[src/rtl/lsu_br_pkg.sv]
// Shared types for the load/store + branch unit: opcodes, FSM states and the
// opcode decode (access size, sign extension, op class).
package lsu_br_pkg;

   typedef enum logic [3:0] {
      LB, LH, LW, LBU, LHU, SB, SH, SW, BEQ, BNE, BLT, BGE, BLTU, BGEU
   } op_e;

   typedef enum logic [1:0] {IDLE, REQ, WAIT} state_e;

   typedef enum logic [1:0] {SZ_B, SZ_H, SZ_W} size_e;

   typedef struct packed {
      logic  is_load;
      logic  is_store;
      logic  is_branch;
      logic  sign_ext;
      size_e size;
   } op_dec_t;

   function automatic op_dec_t decode_op(input op_e op);
      op_dec_t d;
      d.is_load   = 1'b0;
      d.is_store  = 1'b0;
      d.is_branch = 1'b0;
      d.sign_ext  = 1'b0;
      d.size      = SZ_B;
      case (op)
         LB:  begin d.is_load  = 1'b1; d.sign_ext = 1'b1; d.size = SZ_B; end
         LH:  begin d.is_load  = 1'b1; d.sign_ext = 1'b1; d.size = SZ_H; end
         LW:  begin d.is_load  = 1'b1; d.sign_ext = 1'b1; d.size = SZ_W; end
         LBU: begin d.is_load  = 1'b1; d.size = SZ_B; end
         LHU: begin d.is_load  = 1'b1; d.size = SZ_H; end
         SB:  begin d.is_store = 1'b1; d.size = SZ_B; end
         SH:  begin d.is_store = 1'b1; d.size = SZ_H; end
         SW:  begin d.is_store = 1'b1; d.size = SZ_W; end
         BEQ, BNE, BLT, BGE, BLTU, BGEU: d.is_branch = 1'b1;
         default: ;
      endcase
      return d;
   endfunction

endpackage

[src/rtl/lsu_br_cmp.sv]
// Combinational branch condition evaluator: signed compares for BLT/BGE,
// unsigned for BLTU/BGEU.
module lsu_br_cmp
   import lsu_br_pkg::*;
#(
   parameter int XLEN = 32
) (
   input  op_e             op,
   input  logic [XLEN-1:0] rs1,
   input  logic [XLEN-1:0] rs2,
   output logic            taken
);

   logic signed [XLEN-1:0] rs1_s;
   logic signed [XLEN-1:0] rs2_s;

   assign rs1_s = $signed(rs1);
   assign rs2_s = $signed(rs2);

   always_comb begin
      taken = 1'b0;
      case (op)
         BEQ:  taken = (rs1 == rs2);
         BNE:  taken = (rs1 != rs2);
         BLT:  taken = (rs1_s <  rs2_s);
         BGE:  taken = (rs1_s >= rs2_s);
         BLTU: taken = (rs1 <  rs2);
         BGEU: taken = (rs1 >= rs2);
         default: taken = 1'b0;
      endcase
   end

endmodule

[src/rtl/lsu_branch_unit.sv]
// Single-issue load/store and branch-resolution unit with a REQ/WAIT memory FSM.
// Build macro LSU_MISALIGN_TRAP_EN: trap misaligned accesses instead of aligning them.
module lsu_branch_unit
   import lsu_br_pkg::*;
#(
   parameter int XLEN  = 32,
   parameter int TAG_W = 5
) (
   input  logic              clk,
   input  logic              rst_n,
   input  logic              in_valid,
   output logic              in_ready,
   input  op_e               in_op,
   input  logic [XLEN-1:0]   in_rs1,
   input  logic [XLEN-1:0]   in_rs2,
   input  logic [XLEN-1:0]   in_imm,
   input  logic [XLEN-1:0]   in_pc,
   input  logic [TAG_W-1:0]  in_tag,
   input  logic              flush,
   output logic              mem_req,
   input  logic              mem_gnt,
   output logic              mem_we,
   output logic [XLEN/8-1:0] mem_be,
   output logic [XLEN-1:0]   mem_addr,
   output logic [XLEN-1:0]   mem_wdata,
   input  logic              mem_rvalid,
   input  logic [XLEN-1:0]   mem_rdata,
   output logic              res_valid,
   output logic [XLEN-1:0]   res_data,
   output logic [TAG_W-1:0]  res_tag,
   output logic              br_valid,
   output logic              br_taken,
   output logic [XLEN-1:0]   br_target,
   output logic              exc_valid,
   output logic [XLEN-1:0]   exc_addr
);

   localparam int BE_W  = XLEN / 8;
   localparam int OFF_W = $clog2(BE_W);

   function automatic logic [BE_W-1:0] size_mask(input size_e sz);
      logic [BE_W-1:0] m;
      m = '0;
      case (sz)
         SZ_B:    m[0]   = 1'b1;
         SZ_H:    m[1:0] = 2'b11;
         default: m[3:0] = 4'hF;
      endcase
      return m;
   endfunction

   function automatic logic [XLEN-1:0] store_lanes(input size_e sz, input logic [XLEN-1:0] v);
      case (sz)
         SZ_B:    return {(XLEN/8){v[7:0]}};
         SZ_H:    return {(XLEN/16){v[15:0]}};
         default: return {(XLEN/32){v[31:0]}};
      endcase
   endfunction

   // Shift the addressed lane down, then mask and optionally sign-fill above it.
   function automatic logic [XLEN-1:0] load_extract(input size_e sz, input logic sext,
                                                    input logic [XLEN-1:0] rdata,
                                                    input logic [OFF_W-1:0] off);
      logic [XLEN-1:0] s;
      logic [XLEN-1:0] mask;
      logic            msb;
      s = rdata >> {off, 3'b000};
      case (sz)
         SZ_B:    begin mask = XLEN'(8'hFF);         msb = s[7];  end
         SZ_H:    begin mask = XLEN'(16'hFFFF);      msb = s[15]; end
         default: begin mask = XLEN'(32'hFFFF_FFFF); msb = s[31]; end
      endcase
      s = s & mask;
      if (sext && msb) s = s | ~mask;
      return s;
   endfunction

   op_dec_t          dec;
   logic [XLEN-1:0]  eff_addr;
   logic [XLEN-1:0]  iss_addr;
   logic             misalign;
   logic             misalign_trap;
   logic             cmp_taken;

   state_e           state_q;
   state_e           state_nx;
   logic             accept;
   logic             issue;
   logic             trap;
   logic             br_fire;
   logic             capture;

   logic             mem_we_p1;
   logic [BE_W-1:0]  mem_be_p1;
   logic [XLEN-1:0]  mem_addr_p1;
   logic [XLEN-1:0]  mem_wdata_p1;
   size_e            ld_size_p1;
   logic             ld_sign_p1;
   logic [TAG_W-1:0] ld_tag_p1;
   logic             is_load_p1;
   logic             flush_seen_p1;
   logic             res_vld_p1;
   logic [XLEN-1:0]  res_data_p1;
   logic [TAG_W-1:0] res_tag_p1;
   logic             br_vld_p1;
   logic             br_taken_p1;
   logic [XLEN-1:0]  br_target_p1;
   logic             exc_vld_p1;
   logic [XLEN-1:0]  exc_addr_p1;

   assign dec      = decode_op(in_op);
   assign eff_addr = in_rs1 + in_imm;

   always_comb begin
      misalign = 1'b0;
      case (dec.size)
         SZ_H:    misalign = eff_addr[0];
         SZ_W:    misalign = |eff_addr[1:0];
         default: misalign = 1'b0;
      endcase
   end

`ifdef LSU_MISALIGN_TRAP_EN
   assign misalign_trap = misalign;
   assign iss_addr      = eff_addr;
`else
   assign misalign_trap = 1'b0;
   always_comb begin
      iss_addr = eff_addr;
      if (misalign) begin
         iss_addr[0] = 1'b0;
         if (dec.size == SZ_W) iss_addr[1] = 1'b0;
      end
   end
`endif

   lsu_br_cmp #(.XLEN(XLEN)) u_cmp (
      .op    (in_op),
      .rs1   (in_rs1),
      .rs2   (in_rs2),
      .taken (cmp_taken)
   );

   always_ff @(posedge clk) begin
      if (!rst_n) state_q <= IDLE;
      else        state_q <= state_nx;
   end

   // A flush on the accept cycle drops the branch/trap pulse due next cycle.
   always_comb begin
      state_nx = state_q;
      in_ready = (state_q == IDLE);
      mem_req  = (state_q == REQ);
      accept   = in_valid && (state_q == IDLE);
      issue    = 1'b0;
      trap     = 1'b0;
      br_fire  = 1'b0;
      capture  = 1'b0;
      case (state_q)
         IDLE: begin
            if (accept) begin
               if (dec.is_branch) begin
                  br_fire = !flush;
               end else if (dec.is_load || dec.is_store) begin
                  if (misalign_trap) begin
                     trap = !flush;
                  end else begin
                     issue    = 1'b1;
                     state_nx = REQ;
                  end
               end
            end
         end
         REQ: begin
            if (flush) begin
               state_nx = IDLE;
            end else if (mem_gnt) begin
               if (is_load_p1 && mem_rvalid) begin
                  capture  = 1'b1;
                  state_nx = IDLE;
               end else if (is_load_p1) begin
                  state_nx = WAIT;
               end else begin
                  state_nx = IDLE;
               end
            end
         end
         WAIT: begin
            if (mem_rvalid) begin
               capture  = !(flush || flush_seen_p1);
               state_nx = IDLE;
            end
         end
         default: state_nx = IDLE;
      endcase
   end

   // Stage p1: request fields, writeback, branch and exception registers.
   always_ff @(posedge clk) begin
      if (!rst_n) begin
         mem_we_p1     <= 1'b0;
         mem_be_p1     <= '0;
         mem_addr_p1   <= '0;
         mem_wdata_p1  <= '0;
         ld_size_p1    <= SZ_B;
         ld_sign_p1    <= 1'b0;
         ld_tag_p1     <= '0;
         is_load_p1    <= 1'b0;
         flush_seen_p1 <= 1'b0;
         res_vld_p1    <= 1'b0;
         res_data_p1   <= '0;
         res_tag_p1    <= '0;
         br_vld_p1     <= 1'b0;
         br_taken_p1   <= 1'b0;
         br_target_p1  <= '0;
         exc_vld_p1    <= 1'b0;
         exc_addr_p1   <= '0;
      end else begin
         res_vld_p1    <= capture;
         br_vld_p1     <= br_fire;
         exc_vld_p1    <= trap;
         flush_seen_p1 <= (state_nx == WAIT) && (flush_seen_p1 || ((state_q == WAIT) && flush));
         if (issue) begin
            mem_we_p1    <= dec.is_store;
            mem_be_p1    <= size_mask(dec.size) << iss_addr[OFF_W-1:0];
            mem_addr_p1  <= iss_addr;
            mem_wdata_p1 <= store_lanes(dec.size, in_rs2);
            ld_size_p1   <= dec.size;
            ld_sign_p1   <= dec.sign_ext;
            ld_tag_p1    <= in_tag;
            is_load_p1   <= dec.is_load;
         end
         if (capture) begin
            res_data_p1 <= load_extract(ld_size_p1, ld_sign_p1, mem_rdata, mem_addr_p1[OFF_W-1:0]);
            res_tag_p1  <= ld_tag_p1;
         end
         if (br_fire) begin
            br_taken_p1  <= cmp_taken;
            br_target_p1 <= in_pc + in_imm;
         end
         if (trap) exc_addr_p1 <= eff_addr;
      end
   end

   assign mem_we    = mem_we_p1;
   assign mem_be    = mem_be_p1;
   assign mem_addr  = mem_addr_p1;
   assign mem_wdata = mem_wdata_p1;
   assign res_valid = res_vld_p1;
   assign res_data  = res_data_p1;
   assign res_tag   = res_tag_p1;
   assign br_valid  = br_vld_p1;
   assign br_taken  = br_taken_p1;
   assign br_target = br_target_p1;
   assign exc_valid = exc_vld_p1;
   assign exc_addr  = exc_addr_p1;

endmodule
[config.mk]
export PLATFORM = sky130hd
export DESIGN_NAME = lsu_branch_unit
export DESIGN_NICKNAME = d
export VERILOG_FILES = /design/src/rtl/lsu_br_pkg.sv /design/src/rtl/lsu_br_cmp.sv /design/src/rtl/lsu_branch_unit.sv
export SDC_FILE = /design/constraint.sdc
export NUM_CORES = 1
export LEC_CHECK = 0
export ABC_AREA = 1
export CAP_MARGIN = 20
export CORE_MARGIN = 5
export CORE_UTILIZATION = 54
export CTS_CLUSTER_DIAMETER = 30
export DETAILED_ROUTE_END_ITERATION = 8
export PLACE_DENSITY = 0.95
export SLEW_MARGIN = 20
export SYNTH_ARGS = -nofsm -noshare
export SYNTH_HDL_FRONTEND = slang
export SYNTH_HIERARCHICAL = 1
export SYNTH_SLANG_ARGS = --single-unit
[constraint.sdc]
create_clock -name clk -period 5.4 [get_ports clk]
set_input_delay 1.08 -clock clk [delete_from_list [all_inputs] [get_ports clk]]
set_output_delay 1.08 -clock clk [all_outputs]
set_load 0.05 [all_outputs]
-- After elaboration in Yosys (flattened, before gate mapping)
Cells that the tools add are included.
- $lt $le $gt $ge: 4
- equal/unequal tests: 21
- $add $sub $neg: 2
- reduce and logical (&&, ||, !) cells: 22
- shift-type cells: 2
- mux-type cells: 46
- bitwise operators: 3
- operator list (operator ; count):
    32-bit case mux with 2 select lines ; 2
    32-bit 2-to-1 mux ; 3
    32-bit adder ; 2
    32-bit greater-or-equal comparator ; 2
    32-bit less-than comparator ; 2
    32-bit AND ; 1
    32-bit == test ; 1
    32-bit inequality test ; 1
    32-bit inverter ; 1
    32-bit OR ; 1
    32-bit by 5-bit >> shifter with 32-bit output ; 1
    4-bit == test (second input constant) ; 6
    2-bit 2-to-1 mux ; 12
    1-bit 2-to-1 mux ; 23
    4-bit by 3-bit == test with 1-bit output (second input constant) ; 4
    3-bit OR reduction ; 3
    4-bit by 2-bit == test with 1-bit output (second input constant) ; 2
    2-bit by 1-bit == test with 1-bit output (second input constant) ; 3
    2-bit == test (second input constant) ; 3
    2-bit zero test ; 3
    1-bit case mux with 2 select lines ; 3
    1-bit case mux with 6 select lines ; 1
    2-bit case mux with 3 select lines ; 1
    2-bit OR reduction ; 3
    9 further kinds ; 16
- flip-flop bits (word level): 153
- input port bits: 175
- output and inout port bits: 176
- logic and storage cells: 116

-- Longest topological paths before layout
Gate-level depths: netlist (run 1).
- word-level depth: 11
- gate-level depth with buffers: 17
- gate-level depth less buffers: 17

-- Cells and area by module
The synthesis (run 1) kept the hierarchy.
- modules (own cells, without submodules) (module ; times used ; cells an instance ; area each (um2) ; seq. area each (um2)):
    lsu_branch_unit ; 1 ; 1980 ; 11717.5 ; 3062.9
    lsu_br_cmp ; 1 ; 174 ; 1022.2 ; 0.0

-- Worst setup path before layout (run 1)
Ideal clock, no wire load.
- path kind: input port to flip-flop
- start point: input port in_op[2]
- end point: register mem_wdata_p1[29] (netlist: mem_wdata[29])
- slack: 2.739 ns
- data arrival time: 2.602 ns
- stages on the path: 13
- data required time: 5.341 ns
- buffers on the path: 2
- setup time: 0.059 ns
- path through: inv_1 nor2_1 inv_1 o21ai_0 inv_1 ha_1 buf_2 nor2_4 clkbuf_1 a21oi_1 nand2_1 o211ai_1 inv_1
- cells in the longest elaborated chain, start to end: 8
- elaborated cells between the ends (all ways): 31
- those cells by class: eq/ne: 14; mux: 9; reduce/logical: 8
- ends and longest elaborated chain (item ; line ; source):
    from (decl) ; lsu_branch_unit.sv:13 ; input op_e in_op,
    4-bit by 3-bit == test with 1-bit output (tied with other cells) ; lsu_br_pkg.sv:28 ; case (op)
    5-bit OR reduction (no source line) / 3-bit OR reduction (equally long branches) ; -- ;
    1-bit 2-to-1 mux ; lsu_br_pkg.sv:28 ;
    1-bit logical OR ; lsu_branch_unit.sv:164 ; end else if (dec.is_load || dec.is_store) begin
    1-bit 2-to-1 mux ; lsu_branch_unit.sv:164 ;
    1-bit 2-to-1 mux ; lsu_branch_unit.sv:162 ; if (dec.is_branch) begin
    1-bit 2-to-1 mux ; lsu_branch_unit.sv:161 ; if (accept) begin
    1-bit 2-to-1 mux ; lsu_branch_unit.sv:159 ; case (state_q)
    to (signal assigned) ; lsu_branch_unit.sv:227 ; mem_wdata_p1 <= store_lanes(dec.size, in_rs2);
    to (decl) ; lsu_branch_unit.sv:96 ; logic [XLEN-1:0] mem_wdata_p1;
Several ways; a longest one is shown, not always the timed one.
A chain may end at the register's enable or synchronous reset.

-- Final worst setup path (run 1)
- start point: input port in_op[3]
- end point: register mem_be_p1[2] (netlist: mem_be[2])
- cells in the longest elaborated chain, start to end: 9
- elaborated cells between the ends (all ways): 42
- those cells by class: eq/ne: 15; shift: 1; mux: 17; reduce/logical: 9
- ends and longest elaborated chain (item ; line ; source):
    4-bit by 3-bit == test with 1-bit output (tied with other cells) ; lsu_br_pkg.sv:28 ;
    3-bit OR reduction (no source line) / 2-bit OR reduction (equally long branches) ; -- ;
    2-bit case mux with 2 select lines ; lsu_br_pkg.sv:28 ;
    2-bit by 1-bit == test with 1-bit output / 2-bit zero test (equally long branches) ; lsu_branch_unit.sv:44, lsu_branch_unit.sv:116 ;
    2-bit OR reduction (no source line) ; -- ;
    2-bit 2-to-1 mux ; lsu_branch_unit.sv:44 ; case (sz)
    2-bit 2-to-1 mux ; lsu_branch_unit.sv:223 ; if (issue) begin
    2-bit 2-to-1 mux ; lsu_branch_unit.sv:200 ; if (!rst_n) begin
    4-bit by 2-bit << shifter with 4-bit output ; lsu_branch_unit.sv:225 ; mem_be_p1 <= size_mask(dec.size) << iss_addr[OFF_W-1:0];
    to (signal assigned) ; lsu_branch_unit.sv:225 ;
    to (decl) ; lsu_branch_unit.sv:94 ; logic [BE_W-1:0] mem_be_p1;
Several ways; a longest one is shown, not always the timed one. The select of a mux whose other input is x is not followed.

==> results of run 1 <==
-- final timing paths --
check,startpoint,to,cells after the start
max,in_op[3],mem_be[2],11
min,res_tag[3],res_tag[3],2
max reg2reg,state_q[0],state_q[1],8
min reg2reg,res_tag[3],res_tag[3],2
-- placed cells by master, fill, tap and decap left out, types with 4 or more instances in the layout --
cell type        Yosys  routed
nand2_2              9       9
nor2_1             265     265
dfxtp_1            153     153
clkdlybuf4s50_1      0     316
a31oi_1              8       8
nand3_1            106     106
nor2_4               4       4
o21ai_0            128     128
nor3_1              16      16
o21bai_1             4       4
inv_6                0       7
buf_4               38       5
conb_1               1      33
ha_1               102     102
o211ai_1            12      12
a21oi_1            144     144
nand4_1             12      12
nor2_2               6       6
clkbuf_16            0      17
and2_1               7       7
nand2_1            606     606
inv_2                7       6
xnor2_1              6       6
xor2_1              23      23
a21oi_2             10      10
inv_1              393     393
o21ai_1              8       8
-- Yosys cell counts, types with 2 or more instances --
cell / n
a211oi_1: 2
a21o_1: 3
a21oi_1: 144
a21oi_2: 10
a31oi_1: 8
and2_1: 7
buf_2: 22
buf_4: 38
buf_6: 2
clkbuf_1: 28
dfxtp_1: 153
fa_1: 2
ha_1: 102
inv_1: 393
inv_2: 7
nand2_1: 606
nand2_2: 9
nand3_1: 106
nand3_2: 3
nand3b_2: 2
nand4_1: 12
nor2_1: 265
nor2_2: 6
nor2_4: 4
nor3_1: 16
nor3_2: 2
nor4_1: 2
o211ai_1: 12
o21a_1: 2
o21ai_0: 128
o21ai_1: 8
o21bai_1: 4
o22ai_1: 2
xnor2_1: 6
xor2_1: 23
-- metrics by stage --
| step | instances | worst slack, ps |
|---|---|---|
| 2_1_floorplan | 2186 | 2740 |
| 3_5_place_dp | 2737 | 1590 |
| 3_3_place_gp | 2737 | 1700 |
| 5_1_grt | 2769 | 1630 |
| 6_report | 2769 | 1930 |
| 4_1_cts | 2769 | 2010 |
-- state kept, by name, summed over array words and instances (netlist names), 2 cells and up --
register    cells
mem_be          4
res_data       32
mem_addr       32
br_target      32
ld_size_p1      2
state_q         2
res_tag         5
mem_wdata      32
ld_tag_p1       5
-- kinds of logic after synthesis --
family	after synthesis	share of synthesized area, %
other	1	0.0294
adder cells (fa/ha/maj)	104	10.3
AND/OR/NAND/NOR	1046	33.5
AO/OA/AOI/OAI	329	14.1
XOR/XNOR	29	1.99
buffers and inverters	492	16.0
flip-flops	153	24.0
-- power groups by stage --
stage / Combinational [W] / Clock [W] / Sequential [W]
finish: 0.00137 / 0.00126 / 0.00122
global route: 0.00149 / 0.00132 / 0.00123
CTS: 0.00136 / 0.00127 / 0.00122
detailed placement: 0.00135 / 0 / 0.00125
global placement: 0.00133 / 0 / 0.00125
floorplan: 0.000726 / 0 / 0.00141
-- worst min-delay path: cells and delay by family, from the launching register on --
kind | cells | cell delay (ps)
flops | 1 | 330
simple gates | 2 | 120
-- area by class of cell --
| type | count | share of cell area [%] |
|---|---|---|
| clock buffer | 17 | 2.57 |
| clock inverter | 15 | 1.07 |
| inverter | 402 | 9.14 |
| multi-input combinational | 1541 | 46.9 |
| sequential | 153 | 18.5 |
| tap | 319 | 2.41 |
| timing repair buffer | 322 | 19.4 |
-- per-layer routing --
metal | wire length (um) | GRT usage (%) | vias up | share of wire, %
met3 | 3480 | 4.92 | 135 | 7.5
met1 | 18800 | 41.2 | 6406 | 41
met5 | 12 | 0 | - | 0.026
li1 | - | - | 7206 | -
met2 | 21300 | 56.4 | 655 | 46
met4 | 2670 | 17.7 | 2 | 5.8
==> summary.md, run 1 <==
| Metric | Value |
|---|---|
| Seq/Total Area, Yosys | `24.0%` |
| P_sw | `0.00150 W` |
| Clock skew | `11.5 ps` |
| Critical path type | `input port to flip-flop` |
| Max VDD drop | `about 0.00018 V` |
| CP Max Fanout | `17` |
| Hold WC Path Type | `flip-flop to flip-flop` |
| Die ar. | `0.0268 mm2` |
| Layout cells sized above 1 | `3.59%` |
| Syn avg cell area | `5.91 um2` |
| # rows | `between 50 and 60` |
| P_int | `0.00236 W` |
| Leakage power | `8.75 nW` |
| Normalized max-slew margin | `35.5%` |
| Total CTS buffers | `17` |
| GPL Wtd Cong | `1.00` |
| Crit start category | `input port` |
| Multi-input gate area | `around 0.0078 mm2` |
| Switch share | `38.9%` |
| Fin crit period | `between 3000 and 4000 ps` |
| Final hold slack | `around 490 ps` |
| Root Buffer | `clkbuf_16` |
| Reg power frac | `31.7%` |
| Clock share of power | `32.8%` |
| Register area | `0.00306 mm2` |
| Area Overhead vs Synth | `29.9%` |
| First-pass GRT wire length | `70400 um` |
| CP max stage cell | `clkdlybuf4s50_1` |
| Residual DRC | `0` |
| RSZ-0062 raised after global routing | `no` |
| Core area | `0.0233 mm2` |
| Yosys cell types | `50` |
| Synth area leader | `dfxtp_1` |
| Global route overflow | `0` |
| Outcome | `completed` |
| Worst path max stage delay | `560 ps` |
| Pin count of the biggest net entering global routing | `about 90` |
| Initial antenna violation count | `1` |
| Top cell type's share of synthesized area | `between 20% and 30%` |
| Sink Count | `153` |
| Worst-Margin Slew | `just under 1000 ps` |
| Final HPWL DP | `37700 um` |
| Arr. time, crit path | `3800 ps` |
| Clock slew at reported path FFs | `roughly 70 ps` |
| Drt wl/cell | `16.7 um` |
| Final ANT Viol Nets | `0` |
| Worst path bufs/invs | `4` |
| CP top delay family | `buffers and inverters` |
| Seq cells post-synth | `153` |
| Worst EP required | `about 5700 ps` |
| Leading post-synthesis cells by cell area | `dfxtp_1, nand2_1, inv_1, ha_1, nor2_1` |
| Most used cell, CP | `inv_1` |
| Worst R2R Setup Slack | `2670 ps` |
| I/O pin count | `351` |
| Final instance area | `0.0165 mm2` |
| Worst-skew pair later-pin latency | `approximately 440 ps` |
| Routed wire length | `46300 um` |
| Asr flop ratio synth | `0%` |
| Max-cap check violation count | `0` |
| Port Buffer Count | `317` |
| Vias per cell | `5.20` |
| Clock Path Buffers | `2` |
| Power Total | `0.00385 W` |
| Vias | `14400` |
| # setup viols final | `0` |
| FMAX | `288 MHz` |
| Setup bufs post-CTS | `0` |
| Instance count of the mapped netlist | `roughly 2200` |
| Placed cell area | `between 0.015 and 0.02 mm2` |
| Vias in the first global route | `13700` |
| Comb pwr share | `35.5%` |
| Top FF cell, synth | `dfxtp_1` |
| Crit-path cells | `clkdlybuf4s50_1, nor2_1, inv_1, o21ai_0, inv_1, ha_1, nor2_4, clkinv_1, nand2_1, o22ai_1, a21oi_1` |
| P per Cell Area | `233 mW/mm2` |
| Final nets | `2716` |
| Post-synth EDFFs | `0` |
| Syn Std Cell Area | `0.0127 mm2` |
| Detailed-router iteration count before antenna repair | `9` |
| Fin. max-slew vios | `0` |
| CTS resizes | `0` |
| Die span in y | `164 um` |
| Initial core utilization | `54.6%` |
| CTS tree | `done` |
| Die X | `between 150 and 200 um` |
| Setup crit end kind | `flip-flop` |
| Period utilization | `64.3%` |
| Total GRT Usage | `about a third` |
| Setup TNS | `0 ps` |
| Fin util | `70.9%` |
| Diode count | `0` |
| Hold Fails Final Rpt | `0` |
| YS warnings | `6` |
| H-tree levels | `4` |
| Fillers | `2107` |
| Hold buffers post-CTS | `0` |
| Detailed Route Iter0 Violations | `1440` |
(Power assumes the default switching activity.)
==> run 2: changes to the inputs <==
--- a/config.mk
+++ b/config.mk
@@ -8,10 +8,10 @@
 export ABC_AREA = 1
 export CAP_MARGIN = 20
 export CORE_MARGIN = 5
-export CORE_UTILIZATION = 54
+export CORE_UTILIZATION = 50
 export CTS_CLUSTER_DIAMETER = 30
 export DETAILED_ROUTE_END_ITERATION = 8
-export PLACE_DENSITY = 0.95
+export PLACE_DENSITY = 0.92
 export SLEW_MARGIN = 20
 export SYNTH_ARGS = -nofsm -noshare
 export SYNTH_HDL_FRONTEND = slang
==> constraint.sdc (replaced) <==
create_clock -name clk -period 3.4 [get_ports clk]
set_input_delay 0.68 -clock clk [delete_from_list [all_inputs] [get_ports clk]]
set_output_delay 0.68 -clock clk [all_outputs]
set_load 0.05 [all_outputs]
==> summary.md, run 2 (synthesized netlist as in run 1, its figures left out) <==
| Metric | Value |
|---|---|
| Final hold slack | `481 ps` |
| CTS tree | `done` |
| Worst-skew pair later-pin latency | `420 ps` |
| Crit start category | `input port` |
| Detailed Route Iter0 Violations | `1491` |
| Drt wl/cell | `16.7 um` |
| Setup crit end kind | `flip-flop` |
| Max VDD drop | `0.000239 V` |
| Commonest cells after routing, fill and taps aside | `nand2_1, inv_1, clkdlybuf4s50_1` |
| P_int | `0.00374 W` |
| Arr. time, crit path | `3190 ps` |
| Vias per cell | `5.32` |
| Placed cell area | `~0.016 mm2` |
| I/O pin count | `351` |
| Clock slew at reported path FFs | `70 ps` |
| Final instance area | `0.0166 mm2` |
| Initial core utilization | `50.7%` |
| Clock share of power | `31.6%` |
| Die ar. | `0.0288 mm2` |
| Fin. max-slew vios | `0` |
| CP Max Fanout | `16` |
| Leakage power | `8.75 nW` |
| Comb pwr share | `36.2%` |
| Switch share | `37.9%` |
| Clock skew | `between 10 and 15 ps` |
| # rows | `58` |
| Final nets | `2721` |
| Register area | `0.00306 mm2` |
| Diode count | `0` |
| Port Buffer Count | `317` |
| Layout cells sized above 1 | `roughly 3.6%` |
| Hold buffers post-CTS | `0` |
| P per Cell Area | `363 mW/mm2` |
| Core area | `0.0251 mm2` |
| # setup viols final | `0` |
| Area Overhead vs Synth | `30.2%` |
| Multi-input gate area | `0.00776 mm2` |
| Fin crit period | `around 2900 ps` |
| First-pass GRT wire length | `slightly above 70000 um` |
| Outcome | `completed` |
| Detailed-router iteration count before antenna repair | `6` |
| Vias | `between 10000 and 15000` |
| Critical path type | `input port to flip-flop` |
| Hold Fails Final Rpt | `0` |
| Global route overflow | `0` |
| Routed wire length | `46400 um` |
| P_sw | `~0.0023 W` |
| CTS resizes | `0` |
| RSZ-0062 raised after global routing | `no` |
| Vias in the first global route | `13900` |
| Sink Count | `153` |
| Final ANT Viol Nets | `0` |
| Worst-Margin Slew | `868 ps` |
| Pin count of the biggest net entering global routing | `117` |
| Period utilization | `between 80% and 90%` |
| Root Buffer | `clkbuf_16` |
| Hold WC Path Type | `flip-flop to flip-flop` |
| Initial antenna violation count | `1` |
| Clock Path Buffers | `2` |
| Fillers | `2257` |
| Final HPWL DP | `~37000 um` |
| Residual DRC | `0` |
| Normalized max-slew margin | `42.2%` |
| Total CTS buffers | `17` |
| Max-cap check violation count | `0` |
| Reg power frac | `32.2%` |
| Setup TNS | `0 ps` |
| Worst EP required | `3720 ps` |
| Die X | `about 170 um` |
| H-tree levels | `4` |
| FMAX | `348 MHz` |
| Total GRT Usage | `30.6%` |
| Most common cell after layout, fill and taps aside | `nand2_1` |
| GPL Wtd Cong | `1.07` |
| Setup bufs post-CTS | `0` |
| Die span in y | `170 um` |
==> run 2: changes by cell type in the layout (fill, tap and decap cells not counted), moves of 3 or more <==
| cell | delta |
|---|---|
| clkinv_2 | -3 |
| inv_6 | -5 |
| buf_4 | +3 |
| clkbuf_1 | +4 |
==> run 2: metal layers <==
| layer | track usage (%) | wire, um | vias to the layer above |
|---|---|---|---|
| li1 | - | - | 7197 |
| met1 | 36.5 | 18000 | 6644 |
| met2 | 51.1 | 21400 | 805 |
| met3 | 5.40 | 4000 | 173 |
| met4 | 18.5 | 3120 | 2 |
| met5 | 0 | 13 | - |
==> run 2: cell type report <==
type / count / area share, %
timing repair buffer: 327 / 19.7
tap: 330 / 2.49
sequential: 153 / 18.5
clock buffer: 22 / 2.74
inverter: 402 / 9.11
clock inverter: 9 / 0.709
multi-input combinational: 1541 / 46.8
==> run 2: worst max-delay path, stage by stage <==
cell and delay [ps]:
clkdlybuf4s50_1 530, inv_1 80, nor2_1 100, inv_1 50, o21ai_0 300, inv_1 150
ha_1 310, inv_1 370, o21ai_0 220, a21oi_1 170, nand2_1 70, o211ai_1 100
inv_1 50
==> run 2: worst paths after layout <==
| kind | startpoint | endpoint | slack, ps | depth (start not counted) |
|---|---|---|---|---|
| setup / recovery | in_op[2] | mem_wdata[30] | 530 | 13 |
| hold / removal | mem_be[0] | mem_be[0] | 480 | 2 |
| setup reg to reg | mem_addr[0] | res_data[11] | 1180 | 8 |
| hold reg to reg | mem_be[0] | mem_be[0] | 480 | 2 |
==> run 2: power groups by stage <==
stage | combinational (W) | clock (W) | sequential, W
5_1_grt | 0.00236 | 0.00200 | 0.00195
3_3_place_gp | 0.00209 | 0 | 0.00198
4_1_cts | 0.00215 | 0.00191 | 0.00194
3_5_place_dp | 0.00214 | 0 | 0.00198
2_1_floorplan | 0.00115 | 0 | 0.00224
6_report | 0.00218 | 0.00191 | 0.00194
==> run 2: stage by stage <==
stage	worst slack (ps)	instances	utilization (%)	total power, W
floorplan	1140	2186	-	0.00339
CTS	600	2784	66.1	0.00600
global placement	311	2753	63.8	0.00407
global route	358	2784	66.1	0.00631
finish	529	2784	66.1	0.00603
detailed placement	160	2753	63.8	0.00411
